==> src/rtl/regfile_pkg.sv <==
// Shared sizing and types for the register file with pending-write scoreboard.
package regfile_pkg;

  localparam int unsigned DATA_W      = 32;
  localparam int unsigned NUM_REGS    = 32;
  localparam int unsigned ADDR_W      = $clog2(NUM_REGS);
  localparam int unsigned MAX_PENDING = 3;
  localparam int unsigned CNT_W       = $clog2(MAX_PENDING + 1);

  typedef logic [ADDR_W-1:0] reg_addr_t;
  typedef logic [DATA_W-1:0] reg_data_t;
  typedef logic [CNT_W-1:0]  pend_cnt_t;

  // Busy test on a count, optionally discounting a retire landing this cycle.
  function automatic logic cnt_busy(input pend_cnt_t cnt, input logic retire);
    if (retire) begin
      cnt_busy = (cnt > CNT_W'(1));
    end else begin
      cnt_busy = (cnt != '0);
    end
  endfunction

endpackage : regfile_pkg

==> src/rtl/pending_counter.sv <==
// Saturating up/down counter of outstanding writes for one register.
// inc and dec together cancel; overflow/underflow hold and flag err_c_o.
module pending_counter
  import regfile_pkg::*;
(
  input  logic      clk,
  input  logic      reset,
  input  logic      inc_i,
  input  logic      dec_i,
  output pend_cnt_t cnt_o,
  output logic      err_c_o
);

  pend_cnt_t cnt_q;
  pend_cnt_t cnt_d;

  // Next count and same-cycle error flag.
  always_comb begin
    cnt_d   = cnt_q;
    err_c_o = 1'b0;
    if (inc_i && !dec_i) begin
      if (cnt_q == CNT_W'(MAX_PENDING)) begin
        err_c_o = 1'b1;
      end else begin
        cnt_d = cnt_q + CNT_W'(1);
      end
    end else if (dec_i && !inc_i) begin
      if (cnt_q == '0) begin
        err_c_o = 1'b1;
      end else begin
        cnt_d = cnt_q - CNT_W'(1);
      end
    end
  end

  // Count register with synchronous reset.
  always_ff @(posedge clk) begin
    if (reset) begin
      cnt_q <= '0;
    end else begin
      cnt_q <= cnt_d;
    end
  end

  assign cnt_o = cnt_q;

endmodule : pending_counter

==> src/rtl/reg_file_scoreboard.sv <==
// 32x32 register file with per-register pending-write scoreboard.
// Optional: define REGFILE_BYPASS_EN to forward same-cycle write-back data
// to the read ports and drop busy in the retiring cycle.
module reg_file_scoreboard
  import regfile_pkg::*;
(
  input  logic      clk,
  input  logic      reset,
  input  reg_addr_t rs_addr,
  input  reg_addr_t rt_addr,
  output reg_data_t rs_data,
  output reg_data_t rt_data,
  input  logic      wb_en,
  input  reg_addr_t wb_addr,
  input  reg_data_t wb_data,
  input  logic      issue_en,
  input  reg_addr_t issue_dest,
  output logic      rs_busy,
  output logic      rt_busy,
  output logic      stall,
  output logic      sb_err
);

  reg_data_t           mem_q [NUM_REGS];
  pend_cnt_t           cnt_c [NUM_REGS];
  logic [NUM_REGS-1:0] err_c;
  logic                sb_err_q;
  logic                sb_err_d;
  logic                wb_live_c;

  assign wb_live_c = wb_en && (wb_addr != '0);

  // Register storage; register 0 is never written and stays zero.
  always_ff @(posedge clk) begin
    if (reset) begin
      for (int i = 0; i < int'(NUM_REGS); i++) begin
        mem_q[i] <= '0;
      end
    end else if (wb_live_c) begin
      mem_q[wb_addr] <= wb_data;
    end
  end

  // Register 0 has no scoreboard entry.
  assign cnt_c[0] = '0;
  assign err_c[0] = 1'b0;

  // One pending counter per writable register.
  for (genvar g = 1; g < int'(NUM_REGS); g++) begin : g_cnt
    pending_counter u_cnt (
      .clk     (clk),
      .reset   (reset),
      .inc_i   (issue_en && (issue_dest == ADDR_W'(g))),
      .dec_i   (wb_en && (wb_addr == ADDR_W'(g))),
      .cnt_o   (cnt_c[g]),
      .err_c_o (err_c[g])
    );
  end

  // Sticky error accumulates any counter overflow/underflow.
  always_comb begin
    sb_err_d = sb_err_q | (|err_c);
  end

  // Sticky error register.
  always_ff @(posedge clk) begin
    if (reset) begin
      sb_err_q <= 1'b0;
    end else begin
      sb_err_q <= sb_err_d;
    end
  end

  assign sb_err = sb_err_q;

  // Read ports and busy flags, forced quiet while reset is held.
  always_comb begin
    rs_data = '0;
    rt_data = '0;
    rs_busy = 1'b0;
    rt_busy = 1'b0;
    if (!reset) begin
`ifdef REGFILE_BYPASS_EN
      if (rs_addr != '0) begin
        rs_data = (wb_live_c && (wb_addr == rs_addr)) ? wb_data : mem_q[rs_addr];
        rs_busy = cnt_busy(cnt_c[rs_addr], wb_live_c && (wb_addr == rs_addr));
      end
      if (rt_addr != '0) begin
        rt_data = (wb_live_c && (wb_addr == rt_addr)) ? wb_data : mem_q[rt_addr];
        rt_busy = cnt_busy(cnt_c[rt_addr], wb_live_c && (wb_addr == rt_addr));
      end
`else
      if (rs_addr != '0) begin
        rs_data = mem_q[rs_addr];
        rs_busy = cnt_busy(cnt_c[rs_addr], 1'b0);
      end
      if (rt_addr != '0) begin
        rt_data = mem_q[rt_addr];
        rt_busy = cnt_busy(cnt_c[rt_addr], 1'b0);
      end
`endif
    end
  end

  assign stall = rs_busy | rt_busy;

endmodule : reg_file_scoreboard

==> config.mk <==
export PLATFORM = sky130hd
export DESIGN_NAME = reg_file_scoreboard
export DESIGN_NICKNAME = d
export VERILOG_FILES = /design/src/rtl/regfile_pkg.sv /design/src/rtl/pending_counter.sv /design/src/rtl/reg_file_scoreboard.sv
export SDC_FILE = /design/constraint.sdc
export NUM_CORES = 2
export LEC_CHECK = 0
export CAP_MARGIN = 20
export CORE_UTILIZATION = 46
export CTS_CLUSTER_SIZE = 14
export DETAILED_ROUTE_END_ITERATION = 8
export GPL_ROUTABILITY_DRIVEN = 1
export RECOVER_POWER = 100
export SLEW_MARGIN = 20
export SYNTH_ARGS = -nofsm -noshare
export SYNTH_HDL_FRONTEND = slang
export SYNTH_SLANG_ARGS = --single-unit
==> constraint.sdc <==
create_clock -name clk -period 9.18 [get_ports clk]
set_input_delay 1.377 -clock clk [delete_from_list [all_inputs] [get_ports clk]]
set_output_delay 1.377 -clock clk [all_outputs]
set_load 0.005 [all_outputs]
# ---- Yosys cells after proc, flatten, opt, wreduce, memory -nomap -nowiden
# Memories as Yosys holds them, arrays and structs flattened.
# Index checks and enable logic that the tools add are counted.
# W data, S select, Z words.
dict set report totals {
  in_bits 56
  mem_count 1
  elab_cells 813
  ram_bits 1024
  out_inout_bits 68
  regBits 63
}
dict set report classes {
  n_lt_le_gt_ge 2
  bitwise_logic 4
  n_addsub 62
  n_eq_ne 155
  muxes 270
  reduce_logical 287
}
# memory depth width rd rd_clocked_by_memory_dff wr line
set memory_table {}
lappend memory_table {mem_q 32 32 2 0 32 reg_file_scoreboard.sv:24} ;# reg_data_t mem_q [NUM_REGS];
# operator n
set op_table {}
lappend op_table {{$mux W2} 128}
lappend op_table {{$eq A5 B5 Y1 const B} 32}
lappend op_table {{$mux W32} 5}
lappend op_table {{$mux W1} 134}
lappend op_table {{$logic_and A1 B1 Y1} 125}
lappend op_table {{$reduce_and A3 Y1} 31}
lappend op_table {{$eq A5 B4 Y1 const B} 16}
lappend op_table {{$reduce_bool A2 Y1} 33}
lappend op_table {{$add A2 B1 Y2 const B} 31}
lappend op_table {{$eq A2 B2 Y1 const B} 31}
lappend op_table {{$logic_not A1 Y1} 62}
lappend op_table {{$logic_not A2 Y1} 31}
lappend op_table {{$ne A2 B1 Y1 const B} 31}
lappend op_table {{$ne A2 B2 Y1 const B} 31}
lappend op_table {{$sub A2 B1 Y2 const B} 31}
lappend op_table {{$eq A5 B3 Y1 const B} 8}
lappend op_table {{$reduce_or A32 Y1} 1}
lappend op_table {{$reduce_or A31 Y1} 1}
lappend op_table {{$bmux W2 S5} 2}
lappend op_table {{$eq A5 B2 Y1 const B} 4}
lappend op_table {{$reduce_bool A5 Y1} 3}
lappend op_table {{$ge A6 B6 Y1 const B} 2}
lappend op_table {{$not A5 Y6} 2}
lappend op_table {{$eq A5 B1 Y1 const B} 2}
lappend op_table {{2 further kinds} 3}

# ---- Depth between registers and ports, before layout
dict set report logic_depth {
  depth_word 8
  depth_mapped 9
}

# ---- Hierarchy
# A second synthesis with hierarchy kept.
dict set report unflattened {
  hier_cells 4037
  area_unflattened_um2 60165.2
}
# module instances area_per_inst_um2 cells_per_inst
set modules_own_cells {}
lappend modules_own_cells {reg_file_scoreboard 1 55433.2 3510}
lappend modules_own_cells {pending_counter 31 152.6 17}

# ---- Worst setup path after synthesis
# Ideal clock, no wire load.
dict set report synth_path {
  path_type {input-to-reg}
  from {in wb_addr[2]}
  to {mem mem_q[1][0] (netlist bit) (enable)}
  arrival_ns 4.468
  setup_slack_ns 4.246
  setup_ns 0.466
  path_stages 4
  path_buffers 2
  path_cell_list {buf_2 > or4b_4 > buf_6 > o21ai_0}
}
# item line
set synth_lines {}
lappend synth_lines {{from (decl)} reg_file_scoreboard.sv:14} ;# input reg_addr_t wb_addr,
lappend synth_lines {{to (decl)} reg_file_scoreboard.sv:24}

==> impl_metrics.tcl <==
set metrics [dict create \
    synth.top_cells.by_area "edfxtp_1, mux4_2, and2_1, dfxtp_1, clkbuf_1" \
    syn_area_per_cell_sq_um 15.0 \
    clk_latency_ps 730 \
    end_kind "flop" \
    ctsHoldBuffers 0 \
    grt_pass1_wl_um 273000 \
    vias 36679 \
    power.density_nw_per_um2 183 \
    die_width_um 360 \
    netlist_area_sq_um 59000 \
    crit_path_top_delay_cell "o21ai_0" \
    yosys_warnings 0 \
    ys_seq_area_frac 0.543 \
    placed_area_sq_um 62300 \
    cp_cell_sequence "clkbuf_1 > inv_1 > buf_4 > and2_0 > nand2_1 > o21ai_0 > buf_4" \
    yosysTopAreaCell "edfxtp_1" \
    ys_types 65 \
    finalSetupTns_ps 0 \
    nets 3962 \
    dr.max_layer_used "met4" \
    drive_above_1_share 0.226 \
    max_stage_delay_ps 3880 \
    maxSlewViolCount 2185 \
    drc_errors 0 \
    portBuffers 123 \
    totalWireLength_um 193000 \
    setup_viol 0 \
    synth_edf_count 1024 \
    groute.usage.overall 0.299 \
    grt_pass1_vias 36565 \
    design_area_sq_um 65600 \
    wirelength_met1_um 75900 \
    synthToLayoutAreaGrowth_pct 11.2 \
    async_flop_share 0 \
    antenna_left 0 \
    start_util 0.463 \
    row_count 131 \
    hp-class "flop to flop" \
    hpwl_um 105000 \
    yosysTopAreaCellShare 0.521 \
    htree_levels 3 \
    startpoint_type "primary input" \
    grt-ovfl-total 0 \
    fin_skew_ps 13.4 \
    peakVddDrop_mv 0.152 \
    ioPinCount 124 \
    power_leakage_nw 21.4 \
    chipHeight_um 360 \
    wl_met3_um 19800 \
    cts_buffers 120 \
    worst_pin_slew_ps 5090 \
    status "finished, violations left" \
    slew_headroom -2.43 \
    antenna_found_initial 21 \
    dr.first_iter.drc_count 5061 \
    criticalPathCategory "primary input to flop" \
    critPathArrivalTime_ps 8280 \
    grt_setup_unrepaired "false" \
    clock-sinks 1087 \
    ys_ff_latch 1087 \
    path_clk_slew_ps 60 \
    dr_wl_met2_um 90600 \
    cts_resized 0 \
    min_period_ps 7950 \
    dieArea_sq_um 130000 \
    ys.flop_type "edfxtp_1" \
    postSynthCellCount 3925 \
    netlist_top_cells_count "edfxtp_1, and2_1, mux4_2" \
    yosysMostFrequentCell "edfxtp_1" \
    clock_path_buffers 3 \
    wl_per_cell_um 34.1 \
    failed_checks "max-capacitance violations, max-slew violations" \
    core_sq_um 127000 \
    clock.fmax_mhz 126 \
    critical_path.max_fanout 32 \
    cts_tree "built" \
    cts_setup_buffers 0 \
    required_ps 9510 \
    drt_pass1_iterations 6 \
    max_cap_viol_count 84 \
    grt_max_degree 98 \
    hold_viol 0 \
    cp_common_cell "buf_4" \
    final.period_utilization 0.866 \
    via_per_inst 6.47 \
    place.gp.congestion 0.845 \
    clockRootBuffer "clkbuf_16" \
]
==> worst max-delay path: cells and delay by family <==
kind                   cells  cell delay, ps
AOI/OAI and AO/OA          1            3880
buffers and inverters      4            2320
and+or+nand+nor            2             660
==> placed cells by master (no fill, tap or decap), types with 15 or more instances in the layout <==
cell type / instances
edfxtp_1: 1024
mux4_2: 652
and2_1: 575
and2_0: 422
nor2_1: 143
clkbuf_16: 122
nand2_1: 115
o21ai_0: 92
clkbuf_1: 90
mux2i_1: 68
dfxtp_1: 63
clkdlybuf4s50_1: 58
dlygate4sd3_1: 55
a21oi_1: 53
nand3_1: 49
buf_4: 34
conb_1: 32
clkinv_1: 30
o211ai_1: 26
inv_1: 22
o21a_1: 22
nand2b_1: 20
clkinv_2: 18
nor2_4: 16
o21ai_4: 15
==> state kept, by name, summed over array words and instances, names as in the netlist <==
| register | count |
|---|---|
| mem_q | 1024 |
| g_cnt.u_cnt.cnt_o | 62 |
| sb_err | 1 |
==> report_power, final <==
group | switching, mW | total [mW] | leakage [nW] | internal [mW]
registers | 0.121 | 5.82 | 10.3 | 5.70
clock network | 2.03 | 4.78 | 1.85 | 2.75
logic | 0.772 | 1.43 | 9.25 | 0.656
total | 2.93 | 12.0 | 21.4 | 9.10
==> metal layers <==
metal,vias up,global-route usage
li1,15083,-
met1,19228,0.418
met2,2016,0.473
met3,352,0.0590
met4,0,0.0898
met5,-,0
==> logic make-up (layout without fill, tap and decap cells) <==
family	after synthesis	in the layout	synth area share
other	1	38	0.0000636
DFF	1087	1087	0.543
buffers and inverters	419	462	0.0273
muxes	721	721	0.261
AOI/OAI and AO/OA	279	279	0.0298
and+or+nand+nor	1418	1418	0.139
==> final timing paths <==
kind	startpoint	end	slack, ps	cells after the start
worst min register to register	g_cnt[2].u_cnt.cnt_o[1]	g_cnt[2].u_cnt.cnt_o[0]	500	2
worst max register to register	g_cnt[25].u_cnt.cnt_o[0]	sb_err	7230	6
worst max-delay path	reset	mem_q[30][24]	1230	7
worst min-delay path	g_cnt[2].u_cnt.cnt_o[1]	g_cnt[2].u_cnt.cnt_o[0]	500	2
==> final cells by class <==
| type | instances | area (sq um) |
|---|---|---|
| well taps | 1662 | 2080 |
| diodes | 6 | 15.0 |
| clock inverters | 67 | 641 |
| fillers | 10387 | 61800 |
| clock buffers | 148 | 3150 |
| multi-input cells | 2450 | 25800 |
| flip-flops and latches | 1087 | 32000 |
| repair buffers | 224 | 1820 |
| inverters | 23 | 91.3 |
==> through the flow <==
stage	std cells	power (mW)	hold slack, ps	setup WS (ps)	util
finish	5667	12.0	502	1230	0.515
global route	5663	12.3	530	1400	0.515
CTS	5660	12.1	503	2740	0.519
detailed placement	5445	7.34	493	2750	0.489
global placement	5445	7.33	489	2720	0.489
floorplan	3956	6.78	463	4250	-
(Power assumes the default switching activity.)
==> RTL change: new RTL, same settings <==
Add a define of `REGFILE_BYPASS_EN`.
--- a/src/rtl/reg_file_scoreboard.sv
+++ b/src/rtl/reg_file_scoreboard.sv
@@ -2,4 +2,6 @@
 // Optional: define REGFILE_BYPASS_EN to forward same-cycle write-back data
 // to the read ports and drop busy in the retiring cycle.
+`define REGFILE_BYPASS_EN
+
 module reg_file_scoreboard
   import regfile_pkg::*;
Function: not settled (the Yosys comparison gave no result); the edit may change what the design does.
==> RTL change against the unedited design <==
  * The flow still finishes with violations (max-capacitance violations, max-slew violations)
  * Via count is 3.6% higher
  * Hold slack improved by 32 ps
  * Count of clock-buffer cells in the layout up 10
  * Cell area increased by 1.6%
  * Synthesized cell count is 3.3% higher
  * Register-to-register slack improved by 20 ps
  * Power fell by 0.66%
  * Synthesized area increased by 2.2%
  * Sequential cell count is the same
  * Wire length is 4.0% higher
  * Worst setup slack improved by 45 ps
  * Largest cell class unchanged
  * Largest power group unchanged
==> RTL change: results (changes against the unedited design) <==
The largest individual stage delay along the critical path comes from the cell sky130_fd_sc_hd__clkbuf_1. The count of distinct cell types in the synthesized netlist was 64 (-1.5%); the share of post-route cells with drive strength above 1 was 23.3% (+0.65 points). The static power due to leakage was 0.0217 µW (+1.5%).

The checks that failed: max-capacitance violations, max-slew violations. The pin count of the biggest net entering global routing came out at 101 (+3.1%). Beginning of the worst hold path: g_cnt[6].u_cnt.cnt_o[1].

In the post-synthesis netlist, the biggest area contributors are sky130_fd_sc_hd__edfxtp_1 (51%), sky130_fd_sc_hd__mux4_2 (25%), sky130_fd_sc_hd__and2_1 (10%). The final routed wirelength across all metal layers is 201 mm (+4.0%). The number of nets in the final layout is 4,058 (+2.4%), and the number of global-route vias before repair is 37,067 (+1.4%).

The run finished, with violations left. The number of buffers created by CTS is 118 (-1.7%), and the placed standard-cell area is 63,200 µm² (+1.5%). The routability congestion estimate is 0.855 (+1.2%). For the violation count after the first detailed-routing iteration, the log shows 5,348 (+5.7%).

The commonest cells after synthesis are sky130_fd_sc_hd__edfxtp_1 (1,024), sky130_fd_sc_hd__and2_1 (994), sky130_fd_sc_hd__mux4_2 (667), sky130_fd_sc_hd__clkbuf_1 (305), sky130_fd_sc_hd__nor2_1 (142). The path with the worst hold slack has its endpoint at g_cnt[6].u_cnt.cnt_o[1]. The kind of cell with the highest combined delay along the critical path is buffers and inverters. Worst path arrival time: 8220 ps (-60 ps).

The tools report the maximum resistive drop on vdd as 0.163 mV (+7.7%). The root buffer cell chosen for the clock tree is sky130_fd_sc_hd__clkbuf_16. For the HPWL after detailed placement, the log shows 111 mm (+6.2%).

For the final-layout fill cell count, the log shows 10,605 (+2.1%). Following the worst setup path forward leads to its endpoint at mem_q[18][23]. The slew of the pin with the lowest slew margin was 3650 ps (-1440 ps); the max-slew violation count was 1,595 (-27%). The run gives 30.5% (+0.67 points) as the total track usage. The number of max-cap violations is 59 (-30%), and the number of flip-flops in the largest register is 1,024 (unchanged). The tools report the overall via count from detail_route as 38,014 (+3.6%). The number of detailed-route iterations in the first pass was 6 (unchanged); the first-pass GRT wire length was 282 mm (+3.4%).

The tools report the number of levels in the clock H-tree as 3 (unchanged). The maximum cell stage delay along the critical path works out to 2570 ps (-1310 ps). Maximum net fanout on the critical path: 79 (+150%).

The setup clock skew after layout came out at 13.8 ps (+0.385 ps).
[RTL change: cell type report]
class	instances	share of cell area, %
sequential	1087	48.0
multi-input combinational	2535	40.0
clock buffer	158	4.69
tap	1742	3.27
timing repair buffer	239	3.01
clock inverter	53	0.802
inverter	21	0.126
antenna	4	0.0150
[RTL change: worst register-to-register path: cells and delay by family (launching register included)]
| kind | cells | cell delay, ps |
|---|---|---|
| flip-flops | 1 | 400 |
| AO/OA/AOI/OAI | 3 | 500 |
| AND/OR/NAND/NOR | 3 | 860 |
[RTL change: per-layer routing]
metal  GRT usage [%]  wire, µm  part of all wire [%]  up-vias
met2            48.3     93400                    47     2281
met1            42.8     78300                    39    19758
met3            5.64     21500                    11      406
met5               0         9                0.0045        -
met4            9.90      7510                   3.7        2
li1                -         -                     -    15567
[RTL change: cells by family (layout without fill, tap and decap cells)]
logic type | after synthesis | in the layout | share of synthesized area, %
compound gates | 346 | 346 | 3.80
xor+xnor | 10 | 10 | 0.145
buf+inv | 462 | 471 | 3.15
flops | 1087 | 1087 | 53.1
mux | 744 | 744 | 26.2
other cells | 1 | 36 | 0.00622
simple gates | 1403 | 1403 | 13.6
[RTL change: power breakdown]
group / leakage [µW] / internal, µW / switching (µW) / total (µW)
logic: 0.00967 / 674 / 795 / 1470
clock network: 0.00176 / 2620 / 2050 / 4670
registers: 0.0103 / 5680 / 123 / 5810
total: 0.0217 / 8980 / 2970 / 11900
[RTL change: per-stage QoR]
stage | setup slack [ps] | util, % | instances | hold slack [ps]
floorplan | 4630 | - | 4084 | 486
global placement | 2850 | 48.7 | 5621 | 513
detailed placement | 2770 | 48.7 | 5622 | 522
CTS | 2760 | 51.5 | 5833 | 531
global route | 1280 | 51.3 | 5835 | 566
finish | 1270 | 51.3 | 5839 | 534
